[config.mk]
export PLATFORM = sky130hd
export DESIGN_NAME = gb_joypad_flat
export DESIGN_NICKNAME = d
export VERILOG_FILES = /design/src/rtl/gb_joypad_pkg.sv /design/src/rtl/gb_joypad_if.sv /design/src/rtl/gb_joypad_key_debounce.sv /design/src/rtl/gb_joypad.sv /design/src/flat_wrapper.sv
export SDC_FILE = /design/constraint.sdc
export NUM_CORES = 1
export LEC_CHECK = 0
export ABC_AREA = 1
export BUFFER_PORTS_ARGS = -buffer_cell sky130_fd_sc_hd__buf_2
export CAP_MARGIN = 20
export CORE_MARGIN = 5
export CORE_UTILIZATION = 45
export DETAILED_ROUTE_END_ITERATION = 7
export GPL_TIMING_DRIVEN = 0
export PLACE_DENSITY = 0.69
export SLEW_MARGIN = 20
export SYNTH_ARGS = -nofsm -noshare
export SYNTH_HDL_FRONTEND = slang
export SYNTH_SLANG_ARGS = --single-unit
[constraint.sdc]
create_clock -name CLOCK_50 -period 19.4 [get_ports CLOCK_50]
set_clock_uncertainty 0.1 [all_clocks]
set_input_delay 4.85 -clock CLOCK_50 [delete_from_list [all_inputs] [get_ports CLOCK_50]]
set_output_delay 4.85 -clock CLOCK_50 [all_outputs]
set_load 0.005 [all_outputs]
[src/rtl/gb_joypad_pkg.sv]
// gb_joypad_pkg: button indices, P1 register constants and the P1 nibble matrix helper.
package gb_joypad_pkg;
    localparam int BTN_RIGHT  = 0;
    localparam int BTN_LEFT   = 1;
    localparam int BTN_UP     = 2;
    localparam int BTN_DOWN   = 3;
    localparam int BTN_A      = 4;
    localparam int BTN_B      = 5;
    localparam int BTN_SELECT = 6;
    localparam int BTN_START  = 7;
    localparam logic [15:0] P1_ADDR = 16'hFF00;
    localparam int P14_BIT = 4;
    localparam int P15_BIT = 5;
    localparam logic [7:0] P1_RESET = 8'hFF;
    // Active-low read nibble: a line is pulled low by any pressed key in a selected group.
    function automatic logic [3:0] p1_nibble(input logic [1:0] sel, input logic [7:0] pressed);
        return ~(({4{~sel[0]}} & pressed[BTN_DOWN:BTN_RIGHT]) | ({4{~sel[1]}} & pressed[BTN_START:BTN_A]));
    endfunction
endpackage

[src/rtl/gb_joypad_if.sv]
// gb_joypad_if: CPU-side P1 register access and joypad interrupt request.
interface gb_joypad_if;
    logic       p1_sel;
    logic       p1_wr;
    logic [7:0] p1_wdata;
    logic [7:0] p1_rdata;
    logic       irq;
    modport master (output p1_sel, p1_wr, p1_wdata, input p1_rdata, irq);
    modport slave (input p1_sel, p1_wr, p1_wdata, output p1_rdata, irq);
endinterface

[src/rtl/gb_joypad_key_debounce.sv]
// key_debounce: 2-flop synchroniser and stable-level debounce for a single button, pressed=1 out.
module key_debounce #(
    parameter int DEBOUNCE_CYCLES = 250000,
    parameter bit RAW_ACTIVE_LOW  = 1'b1
) (
    input  logic clk,
    input  logic rst,
    input  logic i_raw,
    output logic o_stable
);
    localparam int CW = $clog2(DEBOUNCE_CYCLES);
    localparam logic [CW-1:0] LAST = CW'(DEBOUNCE_CYCLES - 1);

    logic [1:0]    r_sync;
    logic [CW-1:0] r_cnt;
    logic          r_stable;
    logic          w_diff;
    logic          w_flip;

    assign w_diff   = (r_sync[1] ^ RAW_ACTIVE_LOW) != r_stable;
    assign w_flip   = w_diff && (r_cnt == LAST);
    assign o_stable = r_stable;

    // Synchroniser resets to the released level so no phantom press follows reset.
    always_ff @(posedge clk or posedge rst) begin
        if (rst) begin
            r_sync   <= {2{RAW_ACTIVE_LOW}};
            r_cnt    <= '0;
            r_stable <= 1'b0;
        end else begin
            r_sync   <= {r_sync[0], i_raw};
            r_cnt    <= (!w_diff || w_flip) ? '0 : r_cnt + 1'b1;
            r_stable <= r_stable ^ w_flip;
        end
    end
endmodule

[src/rtl/gb_joypad.sv]
// gb_joypad: P1 (0xFF00) joypad responder with debounce, select matrix and fall-edge irq.
// Optional JOYPAD_TURBO_EN adds a turbo input that pulses A/B at a 2*TURBO_PERIOD rate.
module gb_joypad
    import gb_joypad_pkg::*;
#(
    parameter int DEBOUNCE_CYCLES = 250000,
    parameter bit RAW_ACTIVE_LOW  = 1'b1
`ifdef JOYPAD_TURBO_EN
    ,
    parameter int TURBO_PERIOD    = 2500000
`endif
) (
    input  logic        CLOCK_50,
    input  logic        reset,
    input  logic [7:0]  buttons_raw,
`ifdef JOYPAD_TURBO_EN
    input  logic        turbo,
`endif
    output logic [7:0]  key_state,
    gb_joypad_if.slave  bus
);
    logic [1:0] r_sel;
    logic [7:0] r_rdata;
    logic       r_irq;
    logic [7:0] w_pressed;
    logic [3:0] w_nibble;
    logic       w_unused;

    for (genvar i = 0; i < 8; i++) begin : g_key
        key_debounce #(
            .DEBOUNCE_CYCLES(DEBOUNCE_CYCLES),
            .RAW_ACTIVE_LOW (RAW_ACTIVE_LOW)
        ) u_db (
            .clk     (CLOCK_50),
            .rst     (reset),
            .i_raw   (buttons_raw[i]),
            .o_stable(key_state[i])
        );
    end

`ifdef JOYPAD_TURBO_EN
    localparam int TW = (TURBO_PERIOD > 1) ? $clog2(TURBO_PERIOD) : 1;
    localparam logic [TW-1:0] TLAST = TW'(TURBO_PERIOD - 1);

    logic [TW-1:0] r_turbo_cnt;
    logic          r_wave;

    always_ff @(posedge CLOCK_50 or posedge reset) begin
        if (reset) begin
            r_turbo_cnt <= '0;
            r_wave      <= 1'b0;
        end else begin
            r_turbo_cnt <= (r_turbo_cnt == TLAST) ? '0 : r_turbo_cnt + 1'b1;
            r_wave      <= r_wave ^ (r_turbo_cnt == TLAST);
        end
    end

    // key_state stays the raw debounced level; only the matrix sees the gated A/B.
    always_comb begin
        w_pressed               = key_state;
        w_pressed[BTN_A]        = key_state[BTN_A] & (~turbo | r_wave);
        w_pressed[BTN_B]        = key_state[BTN_B] & (~turbo | r_wave);
    end
`else
    assign w_pressed = key_state;
`endif

    assign w_nibble     = p1_nibble(r_sel, w_pressed);
    assign w_unused     = &{1'b0, bus.p1_wdata[7:6], bus.p1_wdata[3:0]};
    assign bus.p1_rdata = r_rdata;
    assign bus.irq      = r_irq;

    // irq compares the outgoing registered nibble with the one about to be registered.
    always_ff @(posedge CLOCK_50 or posedge reset) begin
        if (reset) begin
            r_sel   <= 2'b11;
            r_rdata <= P1_RESET;
            r_irq   <= 1'b0;
        end else begin
            if (bus.p1_sel && bus.p1_wr)
                r_sel <= bus.p1_wdata[P15_BIT:P14_BIT];
            r_rdata <= {2'b11, r_sel, w_nibble};
            r_irq   <= |(r_rdata[3:0] & ~w_nibble);
        end
    end
endmodule

[src/flat_wrapper.sv]
// flat-port wrapper written by rule: the top's interface ports become plain ports
module gb_joypad_flat import gb_joypad_pkg::*;
#(
    parameter int DEBOUNCE_CYCLES = 250000,
    parameter bit RAW_ACTIVE_LOW  = 1'b1

)
  (CLOCK_50, reset, buttons_raw, key_state, bus_p1_sel, bus_p1_wr, bus_p1_wdata, bus_p1_rdata, bus_irq);
  gb_joypad_if bus_i ();
  input  logic CLOCK_50;
  input  logic reset;
  input  logic [7:0] buttons_raw;
  output logic [7:0] key_state;
  input wire logic [$bits(bus_i.p1_sel)-1:0] bus_p1_sel;
  input wire logic [$bits(bus_i.p1_wr)-1:0] bus_p1_wr;
  input wire logic [$bits(bus_i.p1_wdata)-1:0] bus_p1_wdata;
  output wire logic [$bits(bus_i.p1_rdata)-1:0] bus_p1_rdata;
  output wire logic [$bits(bus_i.irq)-1:0] bus_irq;
  assign bus_i.p1_sel = bus_p1_sel;
  assign bus_i.p1_wr = bus_p1_wr;
  assign bus_i.p1_wdata = bus_p1_wdata;
  assign bus_p1_rdata = bus_i.p1_rdata;
  assign bus_irq = bus_i.irq;
  gb_joypad #(.DEBOUNCE_CYCLES(DEBOUNCE_CYCLES), .RAW_ACTIVE_LOW(RAW_ACTIVE_LOW)) u_core (.CLOCK_50(CLOCK_50), .reset(reset), .buttons_raw(buttons_raw), .key_state(key_state), .bus(bus_i));
endmodule
==> summary.md, run 1 <==
| Metric | Value |
|---|---|
| DR pass1 iterations | 5 |
| Multiplexer share of the synthesized area | 0.237% |
| #FFs+latches synth | 177 |
| Post-Syn Area per Cell | just under 8 um^2 |
| Worst hold slack | 257 ps |
| Total power | 788 uW |
| Core area | 20,900 um^2 |
| Hold Crit Class | flip-flop to flip-flop |
| # hold bufs at CTS | 0 |
| Input/output buffers | 28 |
| First-pass GRT wire length | 32,300 um |
| Final cell count without fillers | 1,542 |
| Critical Path RT | between 10,000 and 15,000 ps |
| Largest family of logic cells by synthesized area | simple AND/OR/NAND/NOR gates |
| Post-synth cell types | 29 |
| Setup bufs post-CTS | 0 |
| Slew Viols, Final | 0 |
| Asr flop ratio synth | 100% |
| Final WL | 18,400 um |
| Vias per cell | 4.77 |
| Post-Synthesis Cells | 1,205 |
| Critical Path, Cell by Cell | buf_4 -> buf_2 |
| Buffer depth of the longest clock path | 2 |
| CP Capture Type | output port |
| Crit start category | flip-flop |
| Die H | 155 um |
| GR Util met3 | 2.89% |
| Endpoints failing hold | 0 |
| Most common cell after layout, fill and taps aside | nor2_1 |
| DR vias | ~7,400 |
| Cts repair resizes | 0 |
| Final Critical Period | 6120 ps |
| Initial Utilization | 45.4% |
| Largest net degree at the start of global routing | 105 |
| CTS buffer count | 17 |
| H-Tree Depth | 4 |
| CTS tree | done |
| Die width | 155 um |
| Fmax | about 160 MHz |
| Final GP Congestion | 0.878 |
| Crit-path max FO | 4 |
| RSZ-0062 raised after global routing | false |
| Synth Area in Compound Gates | 2.32% |
| Number of antenna violations at the first check in global routing | 0 |
| PwrDens | 74.0 nW/um^2 |
| Commonest cells after routing, fill and taps aside | 298 x nor2_1, 278 x nand2_1, 153 x dfrtp_1, 132 x inv_1, 82 x nand3_1 |
| Met2 GRT Util | roughly 26% |
| Clk Latency, worst-skew pair | 420 ps |
| DRC viols | 0 |
| Setup TNS | 0 ps |
| Worst-margin pin slew | 531 ps |
| Netlist Area Pre-Place | ~9500 um^2 |
| Initial DRC Count | 387 |
| GRT busiest layer | met2 |
| Slowest cell on the critical path | dfrtp_1 |
| # fillers | 1,922 |
| Synthesis-to-layout area growth | 12.2% |
| Antenna viol nets, final | 0 |
| Leakage | about 0.0044 uW |
| Total track usage | between 10% and 20% |
| Ys flop type | dfrtp_1 |
| Wire per inst | between 10 and 15 um |
| Vias in the first global route | 6,969 |
| Fraction of the yosys area taken by sequential cells | around 47% |
| Placed cells | about 1,500 |
| Yosys Warn Count | 0 |
| Met1 Usage GRT | 22.4% |
| Relative slew slack | between 60% and 70% |
| DP Wirelength | 13,200 um |
| Max IR drop VDD | around 0.057 mV |
| EDFF count, synth | 0 |
| Area share of and/or/nand/nor cells after synthesis | between 30% and 40% |
| Die area | ~24,000 um^2 |
| Synth Area in Adders | 1.06% |
| WS Path Type | flip-flop to output port |
| Layout cells sized above 1 | 11.4% |
| Outcome | complete, no violations |
| Core Util, Final | 51.0% |
| Fin crit share | 31.6% |
| Post-Synth XOR/XNOR Area | 8.03% |
| Total global routing overflow | 0 |
| # diodes | 0 |
| Final #Nets | about 1,300 |
| Clk sinks | 177 |
| Clock slew seen by the registers of the worst setup and hold paths | about 70 ps |
| Row count | 53 |
| Root buf cell | clkbuf_16 |
| IO Count | 37 |
| Final setup violation count | 0 |
| Crit path DAT | 1170 ps |
| Max Cap Viol | 0 |
| Critical path's largest stage delay | 470 ps |
==> cells in the mapped netlist (10+ instances only) <==
| master | instances | area share, % |
|---|---|---|
| nand3_2 | 11 | 1.2 |
| nand3_1 | 82 | 4.3 |
| nor2_1 | 298 | 12 |
| o21ai_0 | 14 | 0.74 |
| nand4_1 | 30 | 2.0 |
| xnor2_1 | 18 | 1.7 |
| dfstp_2 | 24 | 6.6 |
| inv_1 | 133 | 5.3 |
| nand2_1 | 278 | 11 |
| buf_4 | 10 | 0.79 |
| xor2_1 | 69 | 6.4 |
| o21bai_1 | 16 | 1.3 |
| dfrtp_1 | 153 | 40 |
==> registers in the layout, summed over array words and instances, names as in the netlist, named ones only <==
signal	flops
u_core.r_sel	2
u_core.bus.p1_rdata	6
u_core.bus.irq	1
u_core.g_key.u_db.r_sync	16
u_core.g_key.u_db.r_cnt	144
==> area by class of cell <==
type / count / area, um^2 / share of cell area (%)
buffer: 18 / 165 / 1.55
clock buffer: 23 / 458 / 4.30
clock inverter: 9 / 180 / 1.69
inverter: 133 / 507 / 4.76
multi-input combinational: 878 / 4360 / 41.0
sequential: 177 / 4460 / 41.9
tap: 275 / 344 / 3.23
timing repair buffer: 29 / 168 / 1.57
==> where the power goes <==
group	switching (uW)	total [uW]	internal, uW
registers	7.46	386	378
clock network	140	373	232
logic	18.7	28.7	10.0
total	167	788	621
==> per-stage QoR <==
stage                     cell area [um^2]  setup slack, ps
after global placement                9970             7620
after CTS                            10600            13230
after global routing                 10600            13210
final                                10600            13280
after detailed placement             10000            13440
after floorplan                       9490             9690
==> path summary, 6_finish.rpt <==
check,slack (ps),end,from,cells past startpoint
worst max-delay path,13280,key_state[6],flip-flop,2
worst min-delay path,260,u_core.g_key[6].u_db.r_sync[1],u_core.g_key[6].u_db.r_sync[0],0
worst max register to register,17700,u_core.g_key[0].u_db.r_cnt[6],u_core.g_key[0].u_db.r_cnt[0],7
worst min register to register,260,u_core.g_key[6].u_db.r_sync[1],u_core.g_key[6].u_db.r_sync[0],0
max in group asynchronous,13950,u_core.g_key[3].u_db.r_sync[0],reset,3
min in group asynchronous,4370,async pin,reset,2
==> critical path: cells and delay by family, from the launching register on <==
family | cells | cell delay, ps
flops | 1 | 470
buf+inv | 2 | 270
==> routing by layer <==
| layer | share of wire, % | wire length [um] | up-vias |
|---|---|---|---|
| met5 | 0 | 0 | - |
| met4 | 1.4 | 255 | 0 |
| met3 | 3.3 | 609 | 22 |
| met2 | 45 | 8310 | 102 |
| met1 | 50 | 9210 | 3412 |
| li1 | - | - | 3814 |
==> kinds of logic after synthesis <==
group                    count (synthesis)
other                                    1
multiplexers                             2
buffers and inverters                  151
AO/OA/AOI/OAI                           35
flip-flops                             177
adder cells (fa/ha/maj)                  8
XOR/XNOR                                87
AND/OR/NAND/NOR                        744
Power figures use the tool's default switching activity.
==> run 2: changes to the inputs <==
--- a/config.mk
+++ b/config.mk
@@ -5,14 +5,14 @@
 export SDC_FILE = /design/constraint.sdc
 export NUM_CORES = 1
 export LEC_CHECK = 0
-export ABC_AREA = 1
+export ABC_AREA = 0
 export BUFFER_PORTS_ARGS = -buffer_cell sky130_fd_sc_hd__buf_2
 export CAP_MARGIN = 20
 export CORE_MARGIN = 5
 export CORE_UTILIZATION = 45
 export DETAILED_ROUTE_END_ITERATION = 7
 export GPL_TIMING_DRIVEN = 0
-export PLACE_DENSITY = 0.69
+export PLACE_DENSITY = 0.72
 export SLEW_MARGIN = 20
 export SYNTH_ARGS = -nofsm -noshare
 export SYNTH_HDL_FRONTEND = slang
==> constraint.sdc (replaced) <==
create_clock -name CLOCK_50 -period 5.1 [get_ports CLOCK_50]
set_clock_uncertainty 0.1 [all_clocks]
set_input_delay 1.275 -clock CLOCK_50 [delete_from_list [all_inputs] [get_ports CLOCK_50]]
set_output_delay 1.275 -clock CLOCK_50 [all_outputs]
set_load 0.005 [all_outputs]
==> run 2 against run 1 <==
- die area decreased by 11%
- first-iteration DRC count is 8.0% lower
- wire length is 15% lower
- critical endpoint is now key_state[2]
- non-clock buffer count grew 11
- hold slack lost 1.1 ps
- flip-flop and latch count is the same
- highest routed layer unchanged
- worst setup slack got worse by 11000 ps
- final area down 11%
- area after synthesis shrank 12%
- critical path type unchanged
==> summary.md, run 2 <==
| Metric | Value |
|---|---|
| Outcome | complete, no violations (unchanged) |
| Critical path's largest stage delay | 470 ps (about the same) |
| Combinational power share | 3.8% (was 3.6%) |
| Worst-margin pin slew | 912 ps (was 531 ps) |
| Largest net degree at the start of global routing | 35 (was 105) |
| Crit start category | flip-flop (unchanged) |
| Sw frac | 21.8% (was 21.1%) |
| Root buf cell | clkbuf_16 (unchanged) |
| Die width | 146 um (was 155 um) |
| Clock network power share | 45.9% (was 47.4%) |
| Final Critical Period | 2550 ps |
| Initial Utilization | 46.1% (was 45.4%) |
| Slowest cell on the critical path | dfrtp_1 (unchanged) |
| Total track usage | 15.3% (was 16.1%) |
| Input/output buffers | 28 (unchanged) |
| CTS buffer count | 17 (unchanged) |
| Initial DRC Count | 356 (was 387) |
| Fmax | 392 MHz |
| Die area | 21,400 um^2 (was 24,100 um^2) |
| Fraction of the yosys area taken by sequential cells | 53.5% (was 47.0%) |
| Max Cap Viol | 0 (unchanged) |
| DRC viols | 0 (unchanged) |
| DR pass1 iterations | 4 (was 5) |
| Ys flop type | dfrtp_1 (unchanged) |
| # diodes | 0 (unchanged) |
| Total global routing overflow | 0 (unchanged) |
| Max IR drop VDD | 0.240 mV (was 0.0575 mV) |
| Asr flop ratio synth | 100% (unchanged) |
| Vias in the first global route | 5,900 (was 6,969) |
| Setup TNS | 0 ps (unchanged) |
| Most frequent cell after synthesis | dfrtp_1 (was nor2_1) |
| Wire per inst | 13.9 um (was 11.9 um) |
| Setup bufs post-CTS | 0 (unchanged) |
| Crit path DAT | 1180 ps (was 1170 ps) |
| Final #Nets | 907 (was 1,282) |
| Buffer depth of the longest clock path | 2 (unchanged) |
| Hold Crit Class | flip-flop to flip-flop (unchanged) |
| WS Path Type | flip-flop to output port (unchanged) |
| Vias per cell | 5.38 (was 4.77) |
| EDFF count, synth | 0 (unchanged) |
| DR vias | 6,031 (was 7,350) |
| RSZ-0062 raised after global routing | false (unchanged) |
| Final setup violation count | 0 (unchanged) |
| Die H | 146 um (was 155 um) |
| Synth top area cells | dfrtp_1 46%, xnor2_1 9.0%, dfstp_2 7.6% (was dfrtp_1 40%, nor2_1 12%, nand2_1 11%) |
| Post-synth top cells | 153 x dfrtp_1, 142 x nor2_1, 86 x xnor2_1, 47 x nand3_1, 42 x nand4_1 (was 298 x nor2_1, 278 x nand2_1, 153 x dfrtp_1, 133 x inv_1, 82 x nand3_1) |
| Row count | 49 (was 53) |
| Seq pwr share | 50.3% (was 49.0%) |
| Post-Syn Area per Cell | 10.1 um^2 (was 7.87 um^2) |
| Final WL | 15,600 um (was 18,400 um) |
| Yosys Warn Count | 0 (unchanged) |
| Design area | 9520 um^2 (was 10,600 um^2) |
| H-Tree Depth | 4 (unchanged) |
| Clock slew seen by the registers of the worst setup and hold paths | 70 ps (about the same) |
| #FFs+latches synth | 177 (unchanged) |
| Endpoints failing hold | 0 (unchanged) |
| Worst r2r dst | u_core.g_key[4].u_db.r_cnt[8] (was u_core.g_key[0].u_db.r_cnt[6]) |
| Most common cell after layout, fill and taps aside | dfrtp_1 (was nor2_1) |
| Layout cells sized above 1 | 14.0% (was 11.4%) |
| Hold endpoint | u_core.g_key[2].u_db.r_sync[1] (was u_core.g_key[6].u_db.r_sync[1]) |
| Core area | 18,100 um^2 (was 20,900 um^2) |
| Netlist Area Pre-Place | 8340 um^2 (was 9480 um^2) |
| PwrDens | 306 nW/um^2 (was 74.0 nW/um^2) |
| Post-Synthesis Cells | 825 (was 1,205) |
| Post-synth cell types | 48 (was 29) |
| Relative slew slack | 38.5% (was 64.6%) |
| Cts repair resizes | 0 (unchanged) |
| Slew Viols, Final | 0 (unchanged) |
| Leading area contributor after synthesis | dfrtp_1 (unchanged) |
| Clk sinks | 177 (unchanged) |
| Clk Latency, worst-skew pair | 430 ps (was 420 ps) |
| Cells on Worst Hold Path | 0 (unchanged) |
| Register-to-register setup slack | 2620 ps (was 17,700 ps) |
| Worst r2r src | u_core.g_key[4].u_db.r_cnt[10] (was u_core.g_key[0].u_db.r_cnt[0]) |
| Final GP Congestion | 0.825 (was 0.878) |
| NetSw | 635 uW (was 167 uW) |
| Leakage | 0.00381 uW (was 0.00436 uW) |
| Antenna viol nets, final | 0 (unchanged) |
| Critical Path RT | 3720 ps (was 14,450 ps) |
| Synthesis-to-layout area growth | 14.1% (was 12.2%) |
| # fillers | 1,535 (was 1,922) |
| Reg2reg path depth | 5 (was 7) |
| Biggest register | u_core.g_key.u_db.r_cnt (unchanged) |
| Number of antenna violations at the first check in global routing | 0 (unchanged) |
| Pint | 2280 uW (was 621 uW) |
| First-pass GRT wire length | 27,400 um (was 32,300 um) |
| # hold bufs at CTS | 0 (unchanged) |
| Max reg flops | 144 (unchanged) |
| DP Wirelength | 10,800 um (was 13,200 um) |
| CTS tree | done (unchanged) |
| CP Capture Type | output port (unchanged) |
| Fin crit share | between 50% and 60% |
| Commonest cells after routing, fill and taps aside | 153 x dfrtp_1, 142 x nor2_1, 86 x xnor2_1, 47 x nand3_1, 42 x nand4_1 (was 298 x nor2_1, 278 x nand2_1, 153 x dfrtp_1, 132 x inv_1, 82 x nand3_1) |
| Hold path start | u_core.g_key[2].u_db.r_sync[0] (was u_core.g_key[6].u_db.r_sync[0]) |
| Synth top area share | 45.9% (was 40.4%) |
| Critical Path, Cell by Cell | buf_4 -> buf_2 (unchanged) |
| Crit-path max FO | 4 (unchanged) |
| Placed cell areas | 8900 um^2 (was 10,000 um^2) |
| IO Count | 37 (unchanged) |
run 2: per-layer routing:
layer	up-vias	global-route usage, %	part of all wire, %
met5	-	0	0
met4	0	6.49	2.5
met3	26	3.44	3.1
met2	86	24.8	48
met1	2914	19.9	47
li1	3005	-	-
run 2: layout make-up:
cell class / count / area [um^2] / share of cell area, %
inverters: 39 / 150 / 1.58
clock buffers: 20 / 457 / 4.80
plain buffers: 24 / 141 / 1.49
clock inverters: 12 / 158 / 1.66
repair buffers: 34 / 268 / 2.81
well taps: 229 / 287 / 3.01
flip-flops and latches: 177 / 4460 / 46.9
multi-input cells: 586 / 3600 / 37.8
run 2: cell families (layout without fill, tap and decap cells):
logic type | after synthesis | after routing | synth area share, %
buffers and inverters | 63 | 129 | 3.45
DFF | 177 | 177 | 53.5
adders and majority gates | 8 | 8 | 1.20
xor gates and xnor gates | 112 | 112 | 11.8
other | 1 | 2 | 0.0450
and+or+nand+nor | 390 | 390 | 23.6
muxes | 7 | 7 | 0.870
AOI/OAI and AO/OA | 67 | 67 | 5.57
run 2: power groups by stage:
stage,Sequential (uW),Clock (uW),Combinational [uW]
floorplan,1480,0,73.6
global placement,1490,0,101
detailed placement,1490,0,114
CTS,1460,1370,115
global route,1470,1430,129
finish,1460,1340,111
run 2: worst max-delay path by stage:
stage | start | endpoint | slack [ps] | cells after the start
3_5_place_dp | u_core.g_key[4].u_db.r_cnt[10] | u_core.g_key[4].u_db.r_cnt[8] | 2590 | 5
2_1_floorplan | reset | async pin | 1480 | 1
5_1_grt | u_core.g_key[4].u_db.r_cnt[10] | u_core.g_key[4].u_db.r_cnt[7] | 2330 | 5
4_1_cts | flip-flop | key_state[2] | 2520 | 2
6_report | flip-flop | key_state[2] | 2550 | 2
3_3_place_gp | reset | u_core.g_key[2].u_db.r_cnt[9] | 380 | 2
run 2: critical path: cells and delay by family, from the launching register on:
family	cells	cell delay [ps]
buffers and inverters	2	280
DFF	1	470
run 2: through the flow:
step / worst slack, ps / util, % / cells / total power, uW / hold WS (ps)
after floorplan: 1480 / - / 826 / 1560 / 245
after global placement: 379 / 48.5 / 1083 / 1590 / 246
after detailed placement: 2590 / 49.2 / 1089 / 1600 / 247
after CTS: 2520 / 52.6 / 1121 / 2950 / 256
after global routing: 2330 / 52.6 / 1121 / 3020 / 260
final: 2550 / 52.6 / 1121 / 2910 / 256
==> run 3: changes to the inputs <==
--- a/config.mk
+++ b/config.mk
@@ -12,7 +12,7 @@
 export CORE_UTILIZATION = 45
 export DETAILED_ROUTE_END_ITERATION = 7
 export GPL_TIMING_DRIVEN = 0
-export PLACE_DENSITY = 0.72
+export PLACE_DENSITY = 0.69
 export SLEW_MARGIN = 20
 export SYNTH_ARGS = -nofsm -noshare
 export SYNTH_HDL_FRONTEND = slang
==> constraint.sdc (replaced) <==
create_clock -name CLOCK_50 -period 2.4 [get_ports CLOCK_50]
set_clock_uncertainty 0.1 [all_clocks]
set_input_delay 0.6 -clock CLOCK_50 [delete_from_list [all_inputs] [get_ports CLOCK_50]]
set_output_delay 0.6 -clock CLOCK_50 [all_outputs]
set_load 0.005 [all_outputs]
==> run 3 against run 2 <==
- final area increased by 0.38%
- clock-buffer cell count increased by 6
- first-iteration DRC count decreased by 24%
- flip-flop and latch count unchanged
- power increased by 100%
- cell count increased by 0.45%
- register-to-register slack got worse by 2500 ps
- global-route usage increased by 0.20 points
- via count decreased by 1.2%
- wire length decreased by 0.11%
- die area unchanged
- critical endpoint is now u_core.g_key[0].u_db.r_cnt[10]
==> summary.md, run 3 (synthesis gave the netlist of run 2 again) <==
| Metric | Value |
|---|---|
| Outcome | complete, no violations (unchanged) |
| Slew Viols, Final | 0 (unchanged) |
| Final setup violation count | 0 (unchanged) |
| Worst-margin pin slew | 611 ps (was 912 ps) |
| Max IR drop VDD | 0.380 mV (was 0.240 mV) |
| Final #Nets | 912 (was 907) |
| Clk Latency, worst-skew pair | 430 ps (about the same) |
| Crit start category | flip-flop (unchanged) |
| Combinational power share | 4.2% (was 3.8%) |
| Layout cells sized above 1 | 14.4% (was 14.0%) |
| Most common cell after layout, fill and taps aside | dfrtp_1 (unchanged) |
| Synthesis-to-layout area growth | 14.5% (was 14.1%) |
| CTS buffer count | 17 (unchanged) |
| # diodes | 0 (unchanged) |
| Number of antenna violations at the first check in global routing | 0 (unchanged) |
| Die width | 146 um (unchanged) |
| Critical Path, Cell by Cell | or4_1 -> o41ai_4 -> clkbuf_1 -> nor2_1 (was buf_4 -> buf_2) |
| Die H | 146 um (unchanged) |
| Row count | 49 (unchanged) |
| Biggest register | u_core.g_key.u_db.r_cnt (unchanged) |
| DR vias | 5,958 (was 6,031) |
| Crit-path max FO | 10 (was 4) |
| Antenna viol nets, final | 0 (unchanged) |
| Total global routing overflow | 0 (unchanged) |
| Commonest cells after routing, fill and taps aside | 153 x dfrtp_1, 142 x nor2_1, 86 x xnor2_1, 47 x nand3_1, 42 x nand4_1 (unchanged) |
| Slowest cell on the critical path | or4_1 (was dfrtp_1) |
| WS Path Type | flip-flop to flip-flop (was flip-flop to output port) |
| Placed cell areas | 8920 um^2 (was 8900 um^2) |
| Design area | 9550 um^2 (was 9520 um^2) |
| PwrDens | 625 nW/um^2 (was 306 nW/um^2) |
| RSZ-0062 raised after global routing | false (unchanged) |
| Leakage | 0.00384 uW (was 0.00381 uW) |
| Relative slew slack | 58.9% (was 38.5%) |
| NetSw | 1310 uW (was 635 uW) |
| Max Cap Viol | 0 (unchanged) |
| Clock network power share | 43.7% (was 45.9%) |
| Total track usage | 15.5% (was 15.3%) |
| Seq pwr share | 52.1% (was 50.3%) |
| Area occupied by multi-input gates | 3650 um^2 (was 3600 um^2) |
| # fillers | 1,601 (was 1,535) |
| H-Tree Depth | 4 (unchanged) |
| Hold Crit Class | input pin to async pin (was flip-flop to flip-flop) |
| Core Util, Final | 52.8% (was 52.6%) |
| Final GP Congestion | 0.811 (was 0.825) |
| IO Count | 37 (unchanged) |
| Clk sinks | 177 (unchanged) |
| Largest net degree at the start of global routing | 35 (unchanged) |
| Die area | 21,400 um^2 (unchanged) |
| Final cell count without fillers | 1,126 (was 1,121) |
| Endpoints failing hold | 0 (unchanged) |
| Pint | 4660 uW (was 2280 uW) |
| Fmax | approximately 440 MHz |
| Clock slew seen by the registers of the worst setup and hold paths | 70 ps (about the same) |
| First-pass GRT wire length | 27,800 um (was 27,400 um) |
| Core area | 18,100 um^2 (unchanged) |
| Final WL | 15,500 um (was 15,600 um) |
| Critical path's largest stage delay | 610 ps (was 470 ps) |
| Placed cells | 1,089 (unchanged) |
| # hold bufs at CTS | 0 (unchanged) |
| Max reg flops | 144 (unchanged) |
| CP Capture Type | flip-flop (was output port) |
| DR pass1 iterations | 5 (was 4) |
| Wire per inst | 13.8 um (was 13.9 um) |
| Fin crit share | 95.3% |
| Input/output buffers | 28 (unchanged) |
| Root buf cell | clkbuf_16 (unchanged) |
| Initial Utilization | 46.1% (unchanged) |
| CTS tree | done (unchanged) |
| Vias in the first global route | 5,885 (was 5,900) |
| Buffer depth of the longest clock path | 2 (unchanged) |
| DRC viols | 0 (unchanged) |
| Vias per cell | 5.29 (was 5.38) |
| Critical Path RT | 2590 ps (was 3720 ps) |
| Setup TNS | 0 ps (unchanged) |
| Final Critical Period | 2290 ps |
| Crit path DAT | 2480 ps (was 1180 ps) |
| DP Wirelength | 10,900 um (was 10,800 um) |
| Sw frac | 21.9% (was 21.8%) |
| Reg area | 4460 um^2 (unchanged) |
| Initial DRC Count | 269 (was 356) |
==> run 3: cell types whose count changed in the layout (fill, tap and decap cells not counted), moves of 2 or more <==
cell	before	now
o41ai_4	1	4
o41ai_2	3	0
o21ai_2	0	3
o21ai_1	3	0
buf_16	1	3
bufinv_16	3	1
clkbuf_1	9	14
clkinv_2	2	4
buf_4	10	15
clkinvlp_4	4	2
buf_12	5	3
clkinv_4	3	0
==> run 3: through the flow <==
stage	hold WS, ps	power, uW	worst slack [ps]
2_1_floorplan	245	3310	-547
6_report	124	5970	113
3_5_place_dp	247	3410	-52.4
4_1_cts	132	6030	26.4
5_1_grt	145	6230	8.77
3_3_place_gp	246	3380	-1640
==> run 3: path summary, 6_finish.rpt <==
kind | from | end | slack (ps) | depth (start not counted)
worst min-delay path | reset | u_core.g_key[6].u_db.r_cnt[7] | 120 | 2
worst max register to register | u_core.g_key[0].u_db.r_cnt[6] | u_core.g_key[0].u_db.r_cnt[10] | 110 | 4
worst min register to register | u_core.g_key[0].u_db.r_sync[0] | u_core.g_key[0].u_db.r_sync[1] | 250 | 0
worst max-delay path | u_core.g_key[0].u_db.r_cnt[6] | u_core.g_key[0].u_db.r_cnt[10] | 110 | 4
max in group asynchronous | reset | u_core.g_key[4].u_db.r_sync[0] | 1210 | 4
min in group CLOCK_50 | buttons_raw[6] | u_core.g_key[6].u_db.r_sync[0] | 160 | 1
==> run 3: cell type report <==
class / count / area share (%)
flip-flops and latches: 177 / 46.7
multi-input cells: 586 / 38.2
clock buffers: 26 / 5.12
repair buffers: 39 / 3.35
well taps: 229 / 3.00
inverters: 39 / 1.57
plain buffers: 24 / 1.48
clock inverters: 6 / 0.603
==> run 3: timing repair <==
item | 4_1_cts | 5_1_grt
resized for setup | 1 | 6
cloned | 0 | 0
setup endpoints to repair | 10 | 62
pin swaps | 0 | 2
setup buffers | 0 | 5
==> run 3: critical path, delay by kind of cell, from the launching register on <==
| family | cells | cell delay (ps) |
|---|---|---|
| flops | 1 | 430 |
| simple gates | 2 | 710 |
| compound gates | 1 | 490 |
| buf+inv | 1 | 410 |
==> run 3: power groups by stage <==
stage	registers (uW)	logic [uW]	clock network (uW)
after floorplan	3150	156	0
after global placement	3160	217	0
final	3110	252	2610
after CTS	3110	252	2670
after detailed placement	3160	250	0
after global routing	3110	293	2820
==> run 3: metal layers <==
layer  vias up  GRT usage (%)  wire, um
met3        18           3.87       438
met1      2869           21.4      7530
met5         -              0         0
li1       2996              -         -
met4         0           4.84       263
met2        75           24.3      7310
